==> config.mk <==
export PLATFORM = sky130hd
export DESIGN_NAME = toll_gate_ctrl_flat
export DESIGN_NICKNAME = d
export VERILOG_FILES = /design/src/rtl/toll_gate_ctrl_pkg.sv /design/src/rtl/toll_gate_if.sv /design/src/rtl/toll_gate_ctrl_sat_counter.sv /design/src/rtl/toll_gate_ctrl.sv /design/src/flat_wrapper.sv
export SDC_FILE = /design/constraint.sdc
export NUM_CORES = 1
export LEC_CHECK = 0
export CORE_UTILIZATION = 55
export DETAILED_ROUTE_END_ITERATION = 10
export PLACE_DENSITY = 0.84
export SLEW_MARGIN = 10
export SYNTH_ARGS = -nofsm -noshare
export SYNTH_HDL_FRONTEND = slang
export SYNTH_SLANG_ARGS = --single-unit
==> constraint.sdc <==
create_clock -name clk -period 2.7 [get_ports clk]
set_input_delay 0.405 -clock clk [delete_from_list [all_inputs] [get_ports clk]]
set_output_delay 0.405 -clock clk [all_outputs]
set_load 0.02 [all_outputs]
==> src/rtl/toll_gate_ctrl_pkg.sv <==
// Shared types and codes for the hipass toll gate lane controller.
// Imported by the interface, the controller and its sub-modules.
package toll_gate_ctrl_pkg;

  typedef enum logic [2:0] {
    IDLE,
    WAIT_TAG,
    OPEN,
    CLOSING,
    ALARM
  } state_t;

  localparam logic [1:0] EN_IDLE = 2'b00;
  localparam logic [1:0] EN_WAIT = 2'b10;
  localparam logic [1:0] EN_BUSY = 2'b01;

  localparam logic [3:0] HIPASS_OK = 4'b1111;

  function automatic int max3(int a, int b, int c);
    int m;
    m = (a > b) ? a : b;
    return (m > c) ? m : c;
  endfunction

endpackage

==> src/rtl/toll_gate_if.sv <==
// Lane bus: sensors and tag code in, counter enable, barrier,
// alarm and tallies out.
interface toll_gate_if #(
  parameter int CNT_W = 8
);

  logic             car_arrive;
  logic             car_pass;
  logic [3:0]       hipass_in;
  logic [1:0]       en;
  logic             gate_open;
  logic             gate_closing;
  logic             alarm;
  logic [CNT_W-1:0] pass_cnt;
  logic [CNT_W-1:0] viol_cnt;

  modport master (
    input  car_arrive,
    input  car_pass,
    input  hipass_in,
    output en,
    output gate_open,
    output gate_closing,
    output alarm,
    output pass_cnt,
    output viol_cnt
  );

  modport slave (
    output car_arrive,
    output car_pass,
    output hipass_in,
    input  en,
    input  gate_open,
    input  gate_closing,
    input  alarm,
    input  pass_cnt,
    input  viol_cnt
  );

endinterface

==> src/rtl/toll_gate_ctrl_sat_counter.sv <==
// Saturating up-counter for the lane tallies.
// Holds at all-ones instead of wrapping.
module sat_counter #(
  parameter int W = 8
) (
  input  logic         clk,
  input  logic         rst,
  input  logic         inc,
  output logic [W-1:0] q
);

  always_ff @(posedge clk) begin
    if (!rst) begin
      q <= '0;
    end else if (inc && (q != '1)) begin
      q <= q + W'(1);
    end
  end

endmodule

==> src/rtl/toll_gate_ctrl.sv <==
// Hipass lane controller: tag wait, barrier open/hold/close,
// violation alarm and saturating pass/violation tallies.
module toll_gate_ctrl
  import toll_gate_ctrl_pkg::*;
#(
  parameter int WAIT_CYC  = 32,
  parameter int HOLD_CYC  = 8,
  parameter int CLOSE_CYC = 4,
  parameter int CNT_W     = 8
) (
  input  logic clk,
  input  logic rst,
  toll_gate_if.master bus
);

  localparam int MAX_CYC = max3(WAIT_CYC, HOLD_CYC, CLOSE_CYC);
  localparam int TMR_W   = $clog2(MAX_CYC);

  localparam logic [TMR_W-1:0] ONE        = TMR_W'(1);
  localparam logic [TMR_W-1:0] WAIT_LAST  = TMR_W'(WAIT_CYC - 1);
  localparam logic [TMR_W-1:0] HOLD_LAST  = TMR_W'(HOLD_CYC - 1);
  localparam logic [TMR_W-1:0] CLOSE_LAST = TMR_W'(CLOSE_CYC - 1);

  state_t           state;
  state_t           state_nxt;
  logic [TMR_W-1:0] tmr;
  logic             pass_lat;
  logic             tag_ok;
  logic             inc_pass;
  logic             inc_viol;

  logic [1:0]       en_d;
  logic             open_d;
  logic             closing_d;
  logic             alarm_d;

  assign tag_ok = (bus.hipass_in == HIPASS_OK);

  // State and registered outputs
  always_ff @(posedge clk) begin
    if (!rst) begin
      state            <= IDLE;
      bus.en           <= EN_IDLE;
      bus.gate_open    <= 1'b0;
      bus.gate_closing <= 1'b0;
      bus.alarm        <= 1'b0;
    end else begin
      state            <= state_nxt;
      bus.en           <= en_d;
      bus.gate_open    <= open_d;
      bus.gate_closing <= closing_d;
      bus.alarm        <= alarm_d;
    end
  end

  always_comb begin
    state_nxt = state;
    unique case (state)
      IDLE: begin
        if (bus.car_arrive) state_nxt = WAIT_TAG;
      end
      WAIT_TAG: begin
        if (tag_ok)               state_nxt = OPEN;
        else if (!bus.car_arrive) state_nxt = IDLE;
        else if (tmr == WAIT_LAST) state_nxt = ALARM;
      end
      OPEN: begin
        if (pass_lat && !bus.car_pass && tmr >= HOLD_LAST)
          state_nxt = CLOSING;
      end
      CLOSING: begin
        if (bus.car_pass)           state_nxt = OPEN;
        else if (tmr == CLOSE_LAST) state_nxt = IDLE;
      end
      ALARM: begin
        if (!bus.car_arrive && tmr == ONE) state_nxt = IDLE;
      end
      default: state_nxt = IDLE;
    endcase
  end

  // Outputs decoded from the state being entered, then registered
  always_comb begin
    en_d      = EN_IDLE;
    open_d    = 1'b0;
    closing_d = 1'b0;
    alarm_d   = 1'b0;
    unique case (state_nxt)
      IDLE:     en_d = EN_IDLE;
      WAIT_TAG: en_d = EN_WAIT;
      OPEN: begin
        en_d   = EN_BUSY;
        open_d = 1'b1;
      end
      CLOSING: begin
        en_d      = EN_BUSY;
        closing_d = 1'b1;
      end
      ALARM: begin
        en_d    = EN_BUSY;
        alarm_d = 1'b1;
      end
      default: en_d = EN_IDLE;
    endcase
  end

  // Shared timer restarts on every state change; in ALARM it
  // counts consecutive car_arrive-low cycles.
  always_ff @(posedge clk) begin
    if (!rst) begin
      tmr      <= '0;
      pass_lat <= 1'b0;
    end else begin
      if (state_nxt != state) begin
        tmr <= '0;
      end else begin
        unique case (state)
          WAIT_TAG, CLOSING: tmr <= tmr + ONE;
          OPEN: if (tmr < HOLD_LAST) tmr <= tmr + ONE;
          ALARM: tmr <= bus.car_arrive ? '0 : ONE;
          default: tmr <= '0;
        endcase
      end
      pass_lat <= ((state == OPEN) && pass_lat) ||
                  (((state == OPEN) || (state == CLOSING)) && bus.car_pass);
    end
  end

  assign inc_pass = (state == WAIT_TAG) && (state_nxt == OPEN);
  assign inc_viol = (state == WAIT_TAG) && (state_nxt == ALARM);

  sat_counter #(.W(CNT_W)) u_pass_cnt (
    .clk (clk),
    .rst (rst),
    .inc (inc_pass),
    .q   (bus.pass_cnt)
  );

  sat_counter #(.W(CNT_W)) u_viol_cnt (
    .clk (clk),
    .rst (rst),
    .inc (inc_viol),
    .q   (bus.viol_cnt)
  );

endmodule

==> src/flat_wrapper.sv <==
// flat-port wrapper written by rule: the top's interface ports become plain ports
module toll_gate_ctrl_flat import toll_gate_ctrl_pkg::*;
#(
  parameter int WAIT_CYC  = 32,
  parameter int HOLD_CYC  = 8,
  parameter int CLOSE_CYC = 4,
  parameter int CNT_W     = 8
)
  (clk, rst, bus_car_arrive, bus_car_pass, bus_hipass_in, bus_en, bus_gate_open, bus_gate_closing, bus_alarm, bus_pass_cnt, bus_viol_cnt);
  toll_gate_if #(.CNT_W(CNT_W)) bus_i ();
  input  logic clk;
  input  logic rst;
  input wire logic [$bits(bus_i.car_arrive)-1:0] bus_car_arrive;
  input wire logic [$bits(bus_i.car_pass)-1:0] bus_car_pass;
  input wire logic [$bits(bus_i.hipass_in)-1:0] bus_hipass_in;
  output wire logic [$bits(bus_i.en)-1:0] bus_en;
  output wire logic [$bits(bus_i.gate_open)-1:0] bus_gate_open;
  output wire logic [$bits(bus_i.gate_closing)-1:0] bus_gate_closing;
  output wire logic [$bits(bus_i.alarm)-1:0] bus_alarm;
  output wire logic [$bits(bus_i.pass_cnt)-1:0] bus_pass_cnt;
  output wire logic [$bits(bus_i.viol_cnt)-1:0] bus_viol_cnt;
  assign bus_i.car_arrive = bus_car_arrive;
  assign bus_i.car_pass = bus_car_pass;
  assign bus_i.hipass_in = bus_hipass_in;
  assign bus_en = bus_i.en;
  assign bus_gate_open = bus_i.gate_open;
  assign bus_gate_closing = bus_i.gate_closing;
  assign bus_alarm = bus_i.alarm;
  assign bus_pass_cnt = bus_i.pass_cnt;
  assign bus_viol_cnt = bus_i.viol_cnt;
  toll_gate_ctrl #(.WAIT_CYC(WAIT_CYC), .HOLD_CYC(HOLD_CYC), .CLOSE_CYC(CLOSE_CYC), .CNT_W(CNT_W)) u_core (.clk(clk), .rst(rst), .bus(bus_i));
endmodule
==> qor.json, run 1 <==
{
  "fin_worst_skew": {"value": 0.00964, "unit": "ns"},
  "flow.area_growth_from_synthesis": {"value": 23.9, "unit": "%"},
  "synth-seq-cells": {"value": 30},
  "pin_count_of_the_biggest_net_entering_global_routing": {"value": 17},
  "hold_violations": {"value": 0},
  "global_route.usage.total": {"value": 26.9, "unit": "%"},
  "antennaDiodeCount": {"value": 0},
  "dominantRegCellSynth": {"value": "dfxtp_1"},
  "static-leakage-power": {"value": 0.000623, "unit": "µW"},
  "synth-seq-area-share": {"value": 38.7, "unit": "%"},
  "detailed_place.area": {"value": 1850, "unit": "µm²"},
  "power.sequential.fraction": {"value": 52.6, "unit": "%"},
  "max_clock_buf_depth": {"value": 2},
  "yosysWarnings": {"value": 0},
  "timing.slew.headroom": {"value": 58.7, "unit": "%"},
  "timing.rr.start": {"value": "u_core.state[0]"},
  "max_cap_violations": {"value": 0},
  "cts-buffers-inserted": {"value": 5},
  "post-route-period-util": {"value": 85.7, "unit": "%"},
  "vias": {"value": 1613},
  "clockPowerShare": {"value": 40.9, "unit": "%"},
  "most_numerous_cell_in_the_yosys_netlist": {"value": "dfxtp_1"},
  "insertion_delay": {"value": 0.33, "unit": "ns"},
  "hold_buffers": {"value": 0},
  "floorplan.die.height": {"value": 55.1, "unit": "µm"},
  "non_filler_instance_count_after_layout": {"value": 239},
  "run_status": {"value": "complete, no violations"},
  "via_count_of_the_first_global_routing_pass": {"value": 1386},
  "floorplan.core_area": {"value": 2570, "unit": "µm²"},
  "antenna_found_initial": {"value": 0},
  "grt_first_pass_wirelength": {"value": 5770, "unit": "µm"},
  "power.density_cell_area": {"value": 447, "unit": "nW/µm²"},
  "placementRows": {"value": 18},
  "max_freq": {"value": 0.432, "unit": "GHz"},
  "cts_num_sinks": {"value": 30},
  "gp_congestion": {"value": 0.891},
  "hpwlAfterDp": {"value": 2660, "unit": "µm"},
  "dpl.cell_count": {"value": 231},
  "cts_tree": {"value": "built"},
  "critical_path.max_fanout": {"value": 11},
  "rsz0062_at_grt": {"value": "false"},
  "cts.reportedPaths.clkPinSlew": {"value": 0.09, "unit": "ns"},
  "utilization": {"value": 74.9, "unit": "%"},
  "post-route-cell-area": {"value": 1920, "unit": "µm²"},
  "synth_async_sr_flop_share": {"value": 0, "unit": "%"},
  "fill_cell_total_of_the_finished_layout": {"value": 202},
  "slew_violations": {"value": 0},
  "ports_placed_on_the_boundary": {"value": 29},
  "worst-r2r-setup-slack": {"value": 0.39, "unit": "ns"},
  "synth.net_count": {"value": 194},
  "min_period": {"value": 2.31, "unit": "ns"},
  "ys_top_cells_by_area": {"value": "dfxtp_1 39%, or4_1 4.4%, ha_1 4.0%"},
  "power.net_switching": {"value": 192, "unit": "µW"},
  "start_kind": {"value": "flip-flop"},
  "detail_route.drc_violations": {"value": 0},
  "post_cts_buffers": {"value": 0},
  "floorplan.initialDensity": {"value": 60.5, "unit": "%"},
  "yosys.area.top_type": {"value": "dfxtp_1"},
  "globalRouteOverflowTotal": {"value": 0},
  "post_synth.cell_area_avg": {"value": 8.58, "unit": "µm²"},
  "synth_commonest_cells": {"value": "30 x dfxtp_1, 12 x inv_1, 12 x nand3_1"},
  "hold_path_startpoint": {"value": "u_core.u_pass_cnt.q[5]"},
  "ir_drop": {"value": 0.000494, "unit": "V"},
  "critPathArrivalTime": {"value": 2.54, "unit": "ns"},
  "timing.critical_path.from": {"value": "u_core.state[0]"},
  "worstSetupEndpointType": {"value": "flip-flop"},
  "required": {"value": 2.93, "unit": "ns"},
  "post_synth_instance_area": {"value": 1550, "unit": "µm²"},
  "routed_wire_length": {"value": 3850, "unit": "µm"},
  "sw_frac_of_total": {"value": 22.3, "unit": "%"},
  "antenna_left": {"value": 0},
  "drive_gt1_share": {"value": 6.22, "unit": "%"},
  "placement.io_buffers": {"value": 28},
  "avgViaCountPerCell": {"value": 6.75},
  "drtIter0Drc": {"value": 78},
  "comb_power_share": {"value": 6.5, "unit": "%"},
  "design.final.nets": {"value": 221},
  "synth_unique_cells": {"value": 48},
  "die_w": {"value": 55.1, "unit": "µm"},
  "floorplan.die_area": {"value": 3040, "unit": "µm²"},
  "firstDrtPassIters": {"value": 4},
  "synth_edf_count": {"value": 0},
  "ctsResizeCount": {"value": 0},
  "critical_path_class": {"value": "flip-flop to flip-flop"},
  "worstMarginPinSlew": {"value": 0.617, "unit": "ns"},
  "synth_cells": {"value": 181},
  "cellInternalPower": {"value": 668, "unit": "µW"},
  "synth_top_area_share": {"value": 38.7, "unit": "%"},
  "h_tree_levels": {"value": 2},
  "timing.hold.worst.class": {"value": "flip-flop to flip-flop"},
  "routedWlPerCell": {"value": 16.1, "unit": "µm"},
  "setup-tns-final": {"value": 0, "unit": "ns"},
  "setup_violations": {"value": 0},
  "clk_root_buffer_cell": {"value": "clkbuf_4"}
}
-- power groups by stage --
stage | clock network (µW) | logic [µW] | registers, µW
after floorplan | 0 | 31.4 | 461
after global placement | 0 | 53.5 | 462
after detailed placement | 0 | 54.2 | 462
after CTS | 355 | 55.1 | 452
after global routing | 371 | 60.4 | 453
final | 351 | 56.2 | 452
-- stage by stage --
stage | setup WS, ns | total power [µW] | hold slack (ns)
after floorplan | 0.833 | 492 | 0.505
after detailed placement | 0.190 | 516 | 0.494
after global routing | 0.331 | 884 | 0.534
after global placement | 0.259 | 515 | 0.481
final | 0.386 | 860 | 0.501
after CTS | 0.431 | 862 | 0.506
-- cell usage in the layout (no fill, tap or decap), drive strengths merged, types with 6 or more instances in the layout --
cell            n
dfxtp          30
clkdlybuf4s50  28
inv            13
nand3          12
a21oi          11
or4             9
nand2           9
nor2            8
o21ai           8
clkbuf          7
o31ai           6
-- worst max-delay path, stage by stage, from the launching register on --
cell,delay [ns]
dfxtp_1,0.58
inv_2,0.17
or4_1,0.70
or4_1,0.54
o211a_1,0.22
-- per-layer routing --
layer,part of all wire (%),GRT usage [%],up-vias
met5,0,0,-
met4,1.7,15.8,0
met3,7.4,7.10,12
met2,49,43.4,69
met1,42,31.8,779
li1,-,-,753
-- final cells by class --
| cell class | count | area (µm²) | share of cell area, % |
|---|---|---|---|
| repair buffers | 31 | 303 | 15.7 |
| well taps | 30 | 37.5 | 1.95 |
| clock inverters | 1 | 30.0 | 1.56 |
| inverters | 13 | 48.8 | 2.54 |
| multi-input cells | 127 | 858 | 44.6 |
| flip-flops and latches | 30 | 601 | 31.2 |
| clock buffers | 7 | 45.0 | 2.34 |
-- final timing paths --
check        cells past startpoint                endpoint
min reg2reg                      2  u_core.u_pass_cnt.q[5]
max                              4  u_core.u_pass_cnt.q[6]
min                              2  u_core.u_pass_cnt.q[5]
max reg2reg                      4  u_core.u_pass_cnt.q[6]
-- flip-flops by register name, indices dropped and copies added, names as in the netlist --
register,count
u_core.bus.en,2
u_core.u_viol_cnt.q,8
u_core.state,3
u_core.tmr,5
u_core.u_pass_cnt.q,8
u_core.bus.gate_open,1
u_core.pass_lat,1
u_core.bus.gate_closing,1
u_core.bus.alarm,1
-- logic make-up (layout without fill, tap and decap cells) --
group           after synthesis  count (layout)  synth area share (%)
fa+ha+maj                     5               5                  4.03
mux                           3               3                  2.01
flops                        30              30                  38.7
simple gates                 67              67                  25.1
compound gates               52              52                  24.1
buf+inv                      24              52                  6.04
Power figures use the tool's default switching activity.
==> run 2, diff against run 1 <==
--- a/config.mk
+++ b/config.mk
@@ -5,10 +5,13 @@
 export SDC_FILE = /design/constraint.sdc
 export NUM_CORES = 1
 export LEC_CHECK = 0
-export CORE_UTILIZATION = 55
+export CAP_MARGIN = 20
+export CORE_UTILIZATION = 56
 export DETAILED_ROUTE_END_ITERATION = 10
 export PLACE_DENSITY = 0.84
+export SETUP_SLACK_MARGIN = 0.15
 export SLEW_MARGIN = 10
 export SYNTH_ARGS = -nofsm -noshare
 export SYNTH_HDL_FRONTEND = slang
+export SYNTH_HIERARCHICAL = 1
 export SYNTH_SLANG_ARGS = --single-unit
==> run 2 against run 1 <==
Sequential share of layout area shrank 2.4 points. Synthesized cell count grew 2.2%. The flow now finishes with violations (DRC). Via count shrank 4.3%. Clock skew fell by 0.0062 ns. Critical path depth up 4. Clock power decreased by 5%. Critical path type unchanged.
==> qor.json, run 2 <==
{
  "synth_commonest_cells": {"value": "30 x dfxtp_1, 15 x nand2_1, 13 x a21oi_1"},
  "floorplan.die_area": {"value": 3250, "unit": "µm²"},
  "hold_path_startpoint": {"value": "u_core/u_pass_cnt/q[1]"},
  "max_freq": {"value": 0.420, "unit": "GHz"},
  "drtIter0Drc": {"value": 95},
  "synth_cells": {"value": 185},
  "power.density_cell_area": {"value": 406, "unit": "nW/µm²"},
  "post_synth_instance_area": {"value": 1690, "unit": "µm²"},
  "setup_violations": {"value": 0},
  "worstHoldEndpoint": {"value": "u_core/u_pass_cnt/q[1]"},
  "die_w": {"value": 57.0, "unit": "µm"},
  "max_clock_buf_depth": {"value": 2},
  "gp_congestion": {"value": 0.892},
  "hold_violations": {"value": 0},
  "firstDrtPassIters": {"value": 7},
  "drive_gt1_share": {"value": 12.8, "unit": "%"},
  "critical_path_class": {"value": "flip-flop to flip-flop"},
  "top_flop_regs": {"value": "u_core/u_pass_cnt/q (8), u_core/u_viol_cnt/q (8), u_core/tmr (5)"},
  "synth_unique_cells": {"value": 53},
  "globalRouteOverflowTotal": {"value": 0},
  "fin_worst_skew": {"value": 0.00344, "unit": "ns"},
  "setup-tns-final": {"value": 0, "unit": "ns"},
  "post_synth.cell_area_avg": {"value": 9.15, "unit": "µm²"},
  "critPathArrivalTime": {"value": 2.62, "unit": "ns"},
  "worstMarginPinSlew": {"value": 0.419, "unit": "ns"},
  "post-route-cell-area": {"value": 2080, "unit": "µm²"},
  "layout_commonest_cell": {"value": "dfxtp_1"},
  "fin_worst_hold_slack": {"value": 0.522, "unit": "ns"},
  "ctsResizeCount": {"value": 0},
  "most_numerous_cell_in_the_yosys_netlist": {"value": "dfxtp_1"},
  "antenna_left": {"value": 0},
  "h_tree_levels": {"value": 2},
  "cts-buffers-inserted": {"value": 5},
  "detailed_place.area": {"value": 2000, "unit": "µm²"},
  "global_route.usage.total": {"value": 26.4, "unit": "%"},
  "cts_num_sinks": {"value": 30},
  "floorplan.core_area": {"value": 2810, "unit": "µm²"},
  "utilization": {"value": 74.2, "unit": "%"},
  "via_count_of_the_first_global_routing_pass": {"value": 1563},
  "synth.net_count": {"value": 198},
  "critical_path.reg2reg.endpoint": {"value": "u_core/u_viol_cnt/q[6]"},
  "seqCellArea": {"value": 601, "unit": "µm²"},
  "timing.rr.start": {"value": "u_core/tmr[0]"},
  "floorplan.initialDensity": {"value": 60.3, "unit": "%"},
  "synth_async_sr_flop_share": {"value": 0, "unit": "%"},
  "ports_placed_on_the_boundary": {"value": 29},
  "avgViaCountPerCell": {"value": 6.20},
  "post-route-period-util": {"value": 88.2, "unit": "%"},
  "hold_buffers": {"value": 0},
  "antenna_found_initial": {"value": 0},
  "hpwlAfterDp": {"value": 2750, "unit": "µm"},
  "layout_common_cells": {"value": "30 x dfxtp_1, 28 x clkdlybuf4s50_1, 15 x nand2_1"},
  "synth_edf_count": {"value": 0},
  "grt_first_pass_wirelength": {"value": 6690, "unit": "µm"},
  "timing.slew.headroom": {"value": 72.0, "unit": "%"},
  "placementRows": {"value": 19},
  "yosysWarnings": {"value": 6},
  "static-leakage-power": {"value": 0.000747, "unit": "µW"},
  "cts.reportedPaths.clkPinSlew": {"value": 0.09, "unit": "ns"},
  "floorplan.die.height": {"value": 57.0, "unit": "µm"},
  "antennaDiodeCount": {"value": 0},
  "worstSetupEndpointType": {"value": "flip-flop"},
  "worst-r2r-setup-slack": {"value": 0.32, "unit": "ns"},
  "max_cap_violations": {"value": 0},
  "placement.io_buffers": {"value": 28},
  "critical_path.max_fanout": {"value": 11},
  "fill_cell_total_of_the_finished_layout": {"value": 207},
  "vias": {"value": 1543},
  "min_period": {"value": 2.38, "unit": "ns"},
  "failed_checks": {"value": "DRC"},
  "design.final.nets": {"value": 230},
  "timing.reg2reg.worst_path_depth": {"value": 8},
  "pin_count_of_the_biggest_net_entering_global_routing": {"value": 24},
  "ir_drop": {"value": 0.000306, "unit": "V"},
  "insertion_delay": {"value": 0.33, "unit": "ns"},
  "rsz0062_at_grt": {"value": "false"},
  "routed_wire_length": {"value": 3720, "unit": "µm"},
  "dominantRegCellSynth": {"value": "dfxtp_1"},
  "slew_violations": {"value": 0},
  "multi_input_comb_area": {"value": 1030, "unit": "µm²"},
  "holdPathStages": {"value": 2},
  "detail_route.drc_violations": {"value": 2},
  "post_cts_buffers": {"value": 0},
  "yosys.area.top_type": {"value": "dfxtp_1"},
  "synth-seq-area-share": {"value": 35.5, "unit": "%"},
  "timing.hold.worst.class": {"value": "flip-flop to flip-flop"},
  "synth_top_area_share": {"value": 35.5, "unit": "%"},
  "required": {"value": 2.94, "unit": "ns"},
  "routedWlPerCell": {"value": 14.9, "unit": "µm"},
  "start_kind": {"value": "flip-flop"},
  "post-layout-total-power": {"value": 845, "unit": "µW"},
  "run_status": {"value": "finished, violations left"},
  "flow.area_growth_from_synthesis": {"value": 23.0, "unit": "%"},
  "synth-seq-cells": {"value": 30},
  "cts_tree": {"value": "built"},
  "clk_root_buffer_cell": {"value": "clkbuf_4"},
  "ys_top_cells_by_area": {"value": "dfxtp_1 35%, a21oi_1 3.8%, ha_1 3.7%"}
}
## run 2: changes by cell type after synthesis, sizes merged, moves of 6 or more
cell,before,now
o31ai,6,0
clkbuf,8,1
or4,9,2
nor3,5,11
nand2,9,15
nand3,12,5
## run 2: cell families after synthesis
family	after synthesis	synth area share [%]
AOI/OAI and AO/OA	51	23.4
and+or+nand+nor	80	31.1
buffers and inverters	14	3.40
xor gates and xnor gates	1	0.517
DFF	30	35.5
adders and majority gates	5	3.70
muxes	4	2.37
## run 2: layer usage
metal  global-route usage [%]  vias to the layer above  share of wire (%)
met5                        0                        -                  0
met4                     15.7                        0                2.2
met3                     6.80                       10                5.6
met2                     43.7                       47                 47
met1                     30.8                      722                 45
li1                         -                      764                  -
## run 2: worst max-delay path by stage
| stage | startpoint | to | slack (ns) | depth (start not counted) |
|---|---|---|---|---|
| 2_1_floorplan | u_core/tmr[0] | u_core/u_viol_cnt/q[6] | 0.61 | 8 |
| 3_3_place_gp | bus_hipass_in[2] | u_core/u_viol_cnt/q[6] | 0.39 | 6 |
| 3_5_place_dp | bus_hipass_in[2] | u_core/u_viol_cnt/q[6] | 0.32 | 6 |
| 4_1_cts | u_core/tmr[0] | u_core/u_viol_cnt/q[6] | 0.34 | 8 |
| 5_1_grt | u_core/tmr[0] | u_core/u_viol_cnt/q[6] | 0.18 | 8 |
| 6_report | u_core/tmr[0] | u_core/u_viol_cnt/q[6] | 0.32 | 8 |
## run 2: stage by stage
| stage | setup WS [ns] | cells |
|---|---|---|
| finish | 0.319 | 249 |
| global route | 0.175 | 249 |
| CTS | 0.341 | 249 |
| detailed placement | 0.323 | 241 |
| global placement | 0.392 | 241 |
| floorplan | 0.606 | 185 |
## run 2: final cells by class
| type | instances | area share, % |
|---|---|---|
| Clock buffer | 8 | 3.79 |
| Inverter | 9 | 1.62 |
| Multi-Input combinational cell | 141 | 49.7 |
| Sequential cell | 30 | 28.8 |
| Tap cell | 31 | 1.86 |
| Timing Repair Buffer | 30 | 14.2 |
## run 2: power by group
part           total [µW]  internal [µW]  leakage, µW  switching (µW)
clock network         334            178    0.0000446             156
logic                62.7           29.0     0.000460            33.8
registers             448            445     0.000242            2.85
## run 2: critical path, cell delays in order, from the launching register on
cell	delay, ns
dfxtp_1	0.45
ha_1	0.28
and3_1	0.18
ha_1	0.17
nand2_1	0.09
nor3_4	0.35
nand3_1	0.18
or4_1	0.41
and3_1	0.18
